`src/rtl/ryuki_datatypes.sv`:
```
// Shared trace types: completed-record layout, word count at the default output width,
// and the serializer state encoding.
package ryuki_datatypes;

   typedef struct packed {
      logic [31:0] pc;
      logic [31:0] instr;
      logic [4:0]  rd_addr;
      logic        rd_we;
      logic [31:0] rd_data;
   } trace_output;

   localparam int TRACE_BITS      = $bits(trace_output);
   localparam int TRACE_OUT_WIDTH = 32;
   localparam int TRACE_WORDS     = (TRACE_BITS + TRACE_OUT_WIDTH - 1) / TRACE_OUT_WIDTH;

   typedef enum logic [1:0] {
      IDLE = 2'd0,
      LOAD = 2'd1,
      SEND = 2'd2
   } ser_state_e;

   function automatic int trace_words_for(input int width);
      return (TRACE_BITS + width - 1) / width;
   endfunction

endpackage

```
`src/rtl/trace_fifo.sv`:
```
// Circular record buffer with wrap-bit pointers; push ignored when full, pop ignored when empty.
// Head element is visible combinationally on pop_data.
module trace_fifo #(
   parameter int DEPTH = 8,
   parameter int WIDTH = 8
) (
   input  logic             clk,
   input  logic             rst,
   input  logic             push,
   input  logic [WIDTH-1:0] push_data,
   input  logic             pop,
   output logic [WIDTH-1:0] pop_data,
   output logic             full,
   output logic             empty
);

   localparam int AW = $clog2(DEPTH);

   logic [AW:0]      wr_ptr;
   logic [AW:0]      rd_ptr;
   logic [WIDTH-1:0] mem [DEPTH];
   logic             do_push;
   logic             do_pop;

   assign full     = (wr_ptr[AW-1:0] == rd_ptr[AW-1:0]) && (wr_ptr[AW] != rd_ptr[AW]);
   assign empty    = (wr_ptr == rd_ptr);
   assign do_push  = push && !full;
   assign do_pop   = pop && !empty;
   assign pop_data = mem[rd_ptr[AW-1:0]];

   always_ff @(posedge clk or posedge rst) begin
      if (rst) begin
         wr_ptr <= '0;
         rd_ptr <= '0;
      end else begin
         if (do_push) wr_ptr <= wr_ptr + (AW+1)'(1);
         if (do_pop)  rd_ptr <= rd_ptr + (AW+1)'(1);
      end
   end

   // Storage needs no reset: occupancy is defined purely by the pointers.
   always_ff @(posedge clk) begin
      if (do_push) mem[wr_ptr[AW-1:0]] <= push_data;
   end

endmodule

```
`src/rtl/trace_collector.sv`:
```
// Buffers completed trace records and serializes each one LSB word first over a valid/ready port.
// TRACE_COLLECTOR_TIMESTAMP_EN prepends the push-time counter value as an extra leading word.
module trace_collector
   import ryuki_datatypes::*;
#(
   parameter int DEPTH     = 8,
   parameter int OUT_WIDTH = 32
) (
   input  logic                 clk,
   input  logic                 rst,
   input  integer               counter,
   input  logic                 trace_valid_i,
   input  trace_output          trace_data_i,
   output logic                 trace_ready_o,
   output logic                 out_valid_o,
   output logic [OUT_WIDTH-1:0] out_data_o,
   output logic                 out_last_o,
   input  logic                 out_ready_i,
   output logic                 overflow_o,
   output logic [15:0]          drop_count_o
);

   localparam int DATA_WORDS = trace_words_for(OUT_WIDTH);
`ifdef TRACE_COLLECTOR_TIMESTAMP_EN
   localparam int NUM_WORDS  = DATA_WORDS + 1;
   localparam int ELEM_W     = TRACE_BITS + OUT_WIDTH;
`else
   localparam int NUM_WORDS  = DATA_WORDS;
   localparam int ELEM_W     = TRACE_BITS;
`endif
   localparam int SHIFT_W    = NUM_WORDS * OUT_WIDTH;
   localparam int IDX_W      = $clog2(NUM_WORDS + 1);

   ser_state_e         state;
   ser_state_e         state_nxt;
   logic [ELEM_W-1:0]  fifo_in;
   logic [ELEM_W-1:0]  fifo_out;
   logic               fifo_full;
   logic               fifo_empty;
   logic               push_ok;
   logic               pop;
   logic [SHIFT_W-1:0] shreg;
   logic [IDX_W-1:0]   word_idx;
   logic               word_last;

`ifdef TRACE_COLLECTOR_TIMESTAMP_EN
   logic [31:0]          counter_u;
   logic [OUT_WIDTH-1:0] stamp;

   // Timestamp occupies the low word so it leaves the shifter first.
   assign counter_u = counter;
   assign stamp     = OUT_WIDTH'(counter_u);
   assign fifo_in   = {trace_data_i, stamp};
`else
   logic unused_counter;

   assign unused_counter = ^counter;
   assign fifo_in        = trace_data_i;
`endif

   assign push_ok       = trace_valid_i && !fifo_full;
   assign trace_ready_o = !fifo_full;

   trace_fifo #(
      .DEPTH (DEPTH),
      .WIDTH (ELEM_W)
   ) u_fifo (
      .clk       (clk),
      .rst       (rst),
      .push      (push_ok),
      .push_data (fifo_in),
      .pop       (pop),
      .pop_data  (fifo_out),
      .full      (fifo_full),
      .empty     (fifo_empty)
   );

   assign word_last   = (word_idx == IDX_W'(NUM_WORDS - 1));
   assign out_valid_o = (state == SEND);
   assign out_last_o  = (state == SEND) && word_last;
   assign out_data_o  = shreg[OUT_WIDTH-1:0];

   always_ff @(posedge clk or posedge rst) begin
      if (rst) state <= IDLE;
      else     state <= state_nxt;
   end

   always_comb begin
      state_nxt = state;
      pop       = 1'b0;
      case (state)
         IDLE: begin
            if (!fifo_empty) state_nxt = LOAD;
         end
         LOAD: begin
            pop       = 1'b1;
            state_nxt = SEND;
         end
         SEND: begin
            // A push landing on the final handshake counts as non-empty after the edge.
            if (out_ready_i && word_last)
               state_nxt = (!fifo_empty || push_ok) ? LOAD : IDLE;
         end
         default: state_nxt = IDLE;
      endcase
   end

   always_ff @(posedge clk or posedge rst) begin
      if (rst) begin
         shreg    <= '0;
         word_idx <= '0;
      end else if (state == LOAD) begin
         shreg    <= SHIFT_W'(fifo_out);
         word_idx <= '0;
      end else if ((state == SEND) && out_ready_i) begin
         shreg    <= shreg >> OUT_WIDTH;
         word_idx <= word_idx + IDX_W'(1);
      end
   end

   always_ff @(posedge clk or posedge rst) begin
      if (rst) begin
         overflow_o   <= 1'b0;
         drop_count_o <= '0;
      end else if (trace_valid_i && fifo_full) begin
         overflow_o <= 1'b1;
         if (drop_count_o != 16'hFFFF) drop_count_o <= drop_count_o + 16'd1;
      end
   end

endmodule

```
`config.mk`:
```
export PLATFORM = sky130hd
export DESIGN_NAME = trace_collector
export DESIGN_NICKNAME = d
export VERILOG_FILES = /design/src/rtl/ryuki_datatypes.sv /design/src/rtl/trace_fifo.sv /design/src/rtl/trace_collector.sv
export SDC_FILE = /design/constraint.sdc
export NUM_CORES = 1
export LEC_CHECK = 0
export CAP_MARGIN = 25
export CORE_MARGIN = 8
export CORE_UTILIZATION = 51
export DETAILED_ROUTE_END_ITERATION = 8
export GPL_TIMING_DRIVEN = 1
export PLACE_DENSITY_LB_ADDON = 0.2
export SYNTH_ARGS = -nofsm -noshare
export SYNTH_HDL_FRONTEND = slang
export SYNTH_SLANG_ARGS = --single-unit
```
`constraint.sdc`:
```
create_clock -name clk -period 36 [get_ports clk]
set_clock_uncertainty 0.15 [all_clocks]
set_input_delay 7.2 -clock clk [delete_from_list [all_inputs] [get_ports clk]]
set_output_delay 7.2 -clock clk [all_outputs]
set_load 0.01 [all_outputs]
```
==> Word level (Yosys, flattened, before mapping) <==
Memory sizes are Yosys's and may differ from the RTL's.
Cells that the tools add are included.
{ "totals": {"inputBits": 138, "latchBits": 0, "rom_bits": 0, "output_inout_bits": 52, "reg_bits": 158, "wordCells": 47, "mem_bits_rw": 816, "memories": 1} }
{ "mem_list": {"columns": ["name", "words", "width", "rd", "rd_clocked_by_memory_dff", "wr", "line", "source"], "rows": [
  ["u_fifo.mem", 8, 102, 1, 0, 1, "trace_fifo.sv:21", "logic [WIDTH-1:0] mem [DEPTH];"]
]} }
{ "op_classes": {"n_shift": 0, "n_lt_le_gt_ge": 0, "add_sub_neg": 4, "n_mux": 11, "mul": 0, "div": 0, "eq_ne": 9, "n_reduce_logical": 15, "n_bitwise": 0} }
{ "op_table": {"columns": ["op", "n"], "rows": [
  ["2-to-1 mux 128 bit", 2],
  ["adder 16 x 1 -> 16 bit (second input constant)", 1],
  ["!= test 16 bit (second input constant)", 1],
  ["adder 4 x 1 -> 4 bit (second input constant)", 2],
  ["logical AND 1 bit", 8],
  ["2-to-1 mux 3 bit", 2],
  ["one-hot mux 2 bit (3 select lines)", 1],
  ["== test 4 bit", 1],
  ["2-to-1 mux 1 bit", 4],
  ["2-to-1 mux 2 bit", 2],
  ["AND reduction 2 bit", 2],
  ["adder 3 x 1 -> 3 bit (second input constant)", 1],
  ["== test 3 x 2 -> 1 bit (second input constant)", 1],
  ["== test 3 bit", 1],
  ["== test 2 x 1 -> 1 bit (second input constant)", 1],
  ["== test 2 bit (second input constant)", 1],
  ["zero test 1 bit", 2],
  ["zero test 2 bit", 1],
  ["!= test 2 x 1 -> 1 bit (second input constant)", 1],
  ["!= test 2 bit (second input constant)", 1],
  ["nonzero test 2 bit", 1],
  ["logical OR 1 bit", 1],
  ["!= test 1 bit", 1]
]} }

==> Longest topological paths before layout <==
{ "depth": {"word_depth": 8, "mapped_depth": 7, "ltp_nobuf": 6} }

==> Cells and area by module <==
Synthesis repeated with hierarchy kept, for this count alone.
{ "hier_totals": {"cells_unflattened": 1824, "hier_area_um2": 37144.4} }
{ "modules_own_cells": {"columns": ["module", "n_inst", "area_each_um2", "seq_area_each_um2", "cells_per_inst"], "rows": [
  ["trace_fifo", 1, 31607.8, 24703.7, 1239],
  ["trace_collector", 1, 5536.6, 3103.0, 585]
]} }

==> Worst setup path before layout <==
No wires, ideal clock.
{ "synth_path": {"kind": "input port to flip-flop", "start": "input port trace_valid_i", "end": "memory u_fifo.mem[2][0] (netlist name), enable pin", "required_ns": 35.001, "path_slack_ns": 17.203, "path_buffers": 0, "t_arrival_ns": 17.798, "cell_stages": 2, "setup_time_ns": 0.849, "cell_sequence": "nand2_1 > nor4b_1"} }
{ "synth_between": {"elab_chain_len": 4} }
{ "synth_rtl": {"columns": ["element", "line", "source"], "rows": [
  ["start, declared", "trace_collector.sv:12", "input logic trace_valid_i,"],
  ["logical AND 1 bit", "trace_collector.sv:61", "assign push_ok = trace_valid_i && !fifo_full;"],
  ["logical AND 1 bit", "trace_fifo.sv:27", "assign do_push = push && !full;"],
  ["2-to-1 mux 1 bit", "trace_fifo.sv:43", "if (do_push) mem[wr_ptr[AW-1:0]] <= push_data;"],
  ["2-to-1 mux 1 bit (not written as such)", "trace_fifo.sv:43", null],
  ["end, declared", "trace_fifo.sv:21", null]
]} }
No other way between the ends.

==> Final worst setup path <==
{ "layout_path": {"start": "register u_fifo.rd_ptr[2]", "end": "output port trace_ready_o"} }
{ "layout_between": {"elab_chain_len": 3} }
{ "layout_rtl": {"columns": ["element", "line", "source"], "rows": [
  ["start, declared", "trace_fifo.sv:20", "logic [AW:0] rd_ptr;"],
  ["start signal, assigned", "trace_fifo.sv:37", "if (do_pop) rd_ptr <= rd_ptr + (AW+1)'(1);"],
  ["== test 3 bit", "trace_fifo.sv:25", "assign full = (wr_ptr[AW-1:0] == rd_ptr[AW-1:0]) && (wr_ptr[AW] != rd_ptr[AW]);"],
  ["logical AND 1 bit", "trace_fifo.sv:25", null],
  ["zero test 1 bit", "trace_collector.sv:62", "assign trace_ready_o = !fifo_full;"],
  ["end, declared", "trace_collector.sv:14", "output logic trace_ready_o,"]
]} }
No other way between the ends.

==> out/metrics.cfg <==
[run_status]
status = completed

[floorplanning]
start_util_pct = 51.3
die-area_sq_um = 80400
fp-row-count = 98
core_area_sq_um = 71100
io_pins = 190
fp.dieH_um = 284
die_w_um = 284

[setup_path]
cp.arrival_ps = 2870
r2r_end = u_fifo.mem[1][99]$_DFFE_PP_
worstRegToRegCells = 7
required_ps = 28650
cp_top_family = flip-flops
r2r_setup_slack_ps = 31700
critPathKind = reg2out
cp_num_buf_inv = 2
crit_start = u_fifo.rd_ptr[2]$_DFFE_PP0P_
startpoint_type = register
r2r_start = u_fifo.rd_ptr[2]$_DFFE_PP0P_
path_cells = xnor2_1 -> and4_1 -> inv_1 -> clkdlybuf4s50_1
cpPeakStageDelay_ps = 950
cp-end-kind = output port
slowest_stage = dfrtp_4
path_max_fanout = 53

[timing]
slew_headroom_pct = 31.1
fin_setup_tns_ps = 0
worstMarginPinSlew_ps = 1030
max_freq_mhz = 97.8
whs_ps = 311
period_needed_ps = 10220
slew_viol_final = 0
fin_crit_sh_pct = 28.4
rsz0062_at_grt = false
setup_viol = 0
hold_viol = 0

[job]
cap_violations = 0

[synth]
ys_seq_area_share_pct = 76.2
synth_top_area_share_pct = 67.1
avgSynthCellArea_sq_um = 20.6
synth-async-reset-ratio_pct = 13.9
synth_edf_count = 816
yosysTopAreaCell = edfxtp_1
syn_area_sq_um = 36500
synth_seq_cells = 948
ys_types = 35
syn_nets = 1916
ys.flop_type = edfxtp_1
synth_common_cells = 816 x edfxtp_1, 204 x mux4_2, 132 x dfrtp_1
synth-warning-count = 0
synth.area.top_cells = edfxtp_1 67%, mux4_2 13%, dfrtp_1 9.1%, mux2i_1 2.8%, a211oi_1 1.4%
syn_inst = 1773
synth_most_common_cell = edfxtp_1

[pwr]
switchingPower_mw = 1.00
swShare_pct = 29.2
power_frac_comb_pct = 25.8
peakVddDrop_mv = 0.0540
p_leak_nw = 14.3
powerDensity_nw_per_um2 = 81.5
p_int_mw = 2.44
clkPwrFrac_pct = 29.3
p_seq_share_pct = 45.0

[clocking]
path_clk_slew_ps = 60
post_cts_resized = 0
cts_sinks = 948
post-cts-setup-buffers = 0
numCtsBuffers = 96
cts_buffer_depth = 3
cts.htree.levels = 3
clock_latency_ps = 640
cts_tree = done
postCtsHoldBufs = 0
root_buffer = clkbuf_16

[place]
gp_congestion = 0.703
dp_hpwl_um = 44300
port_buffers = 157
dpl.cell_count = 2780

[route]
dr_wl_met3_um = 3670
drtIter0Drc = 1244
vias = 17238
first_pass_iters = 5
drt-met1-wl_um = 34000
wl_per_cell_um = 26.4
dr_wl_met2_um = 39300
drc_errors = 0
vias_per_cell = 5.81
top_layer = met5
wl_um = 78500
postRouteAntennaNets = 0

[global_routing]
overflow = 0
track_usage_pct = 19.4
grt_max_degree = 102
grt_pass1_vias = 17922
antenna_found_initial = 9
grt_pass1_wl_um = 118000

[hold_path]
hp-start = overflow_o$_DFFE_PP0P_
hold_path_end = overflow_o$_DFFE_PP0P_
min_path_type = reg2reg
hold-path-cell-count = 1

[final_layout]
areaGrowthSynthToFinish_pct = 15.8
final_util_pct = 59.4
nNetsFinal = 2073
drive_above_1_share_pct = 20.2
fin_cells = 2968

==> state kept, by name, indices dropped and copies added (netlist names) <==
signal / count
u_fifo.mem: 816
shreg: 102
drop_count_o: 16
u_fifo.rd_ptr: 4
u_fifo.wr_ptr: 4
word_idx: 3
state: 2
overflow_o: 1
==> logic make-up after synthesis <==
family	after synthesis	share of synthesized area (%)
buf+inv	140	1.98
compound gates	175	2.89
simple gates	171	2.67
mux	311	15.6
flops	948	76.2
xor+xnor	23	0.552
fa+ha+maj	5	0.171
==> metrics by stage <==
stage,setup WS [ps],power [mW],cell area [sq um]
detailed placement,25280,2.48,38900
floorplan,17200,2.21,36500
global placement,25350,2.45,38900
global route,25630,3.60,42200
finish,25780,3.44,42200
CTS,25680,3.49,42200
==> power groups by stage <==
| stage | clock network [mW] | registers (mW) | logic, mW |
|---|---|---|---|
| 2_1_floorplan | 0 | 1.52 | 0.692 |
| 3_3_place_gp | 0 | 1.56 | 0.895 |
| 3_5_place_dp | 0 | 1.57 | 0.907 |
| 4_1_cts | 1.03 | 1.55 | 0.909 |
| 5_1_grt | 1.07 | 1.57 | 0.965 |
| 6_report | 1.01 | 1.55 | 0.887 |
==> metal layers <==
layer	global-route usage, %	vias up
met2	32.3	383
met3	3.80	108
li1	-	7548
met5	0	-
met4	4.66	4
met1	26.5	9195
==> worst reg2reg max path, delay by kind of cell (launching register included) <==
family,cells,cell delay [ps]
xor+xnor,1,210
buf+inv,3,1640
simple gates,3,900
flops,1,950
==> worst max path at each step <==
stage | end | slack [ps] | cells after the start
2_1_floorplan | u_fifo.mem[2][0]$_DFFE_PP_ | 17200 | 2
3_3_place_gp | u_fifo.mem[2][100]$_DFFE_PP_ | 25350 | 5
3_5_place_dp | u_fifo.mem[1][100]$_DFFE_PP_ | 25280 | 5
4_1_cts | trace_ready_o | 25680 | 4
5_1_grt | trace_ready_o | 25630 | 4
6_report | trace_ready_o | 25780 | 4
==> final cells by class <==
cell class / count / area, sq um
flip-flops and latches: 948 / 27800
diodes: 6 / 15.0
well taps: 950 / 1190
clock buffers: 131 / 2660
fillers: 5109 / 28900
multi-input cells: 685 / 8030
inverters: 4 / 20.0
clock inverters: 49 / 587
repair buffers: 195 / 1930
==> cell usage in the layout, fill, tap and decap left out, drive strengths merged, types with 6 or more instances in the layout <==
master	instances
edfxtp	816
mux4	204
clkdlybuf4s50	157
dfrtp	132
clkbuf	131
mux2i	102
nor2b	71
a211oi	70
a21oi	70
nand3	45
buf	38
o21ai	34
clkinv	30
nand2	18
xnor2	13
bufinv	12
inv	11
xor2	10
nor2	8
diode	6
nand4	6
nor3	6
Power figures use the tool's default switching activity.
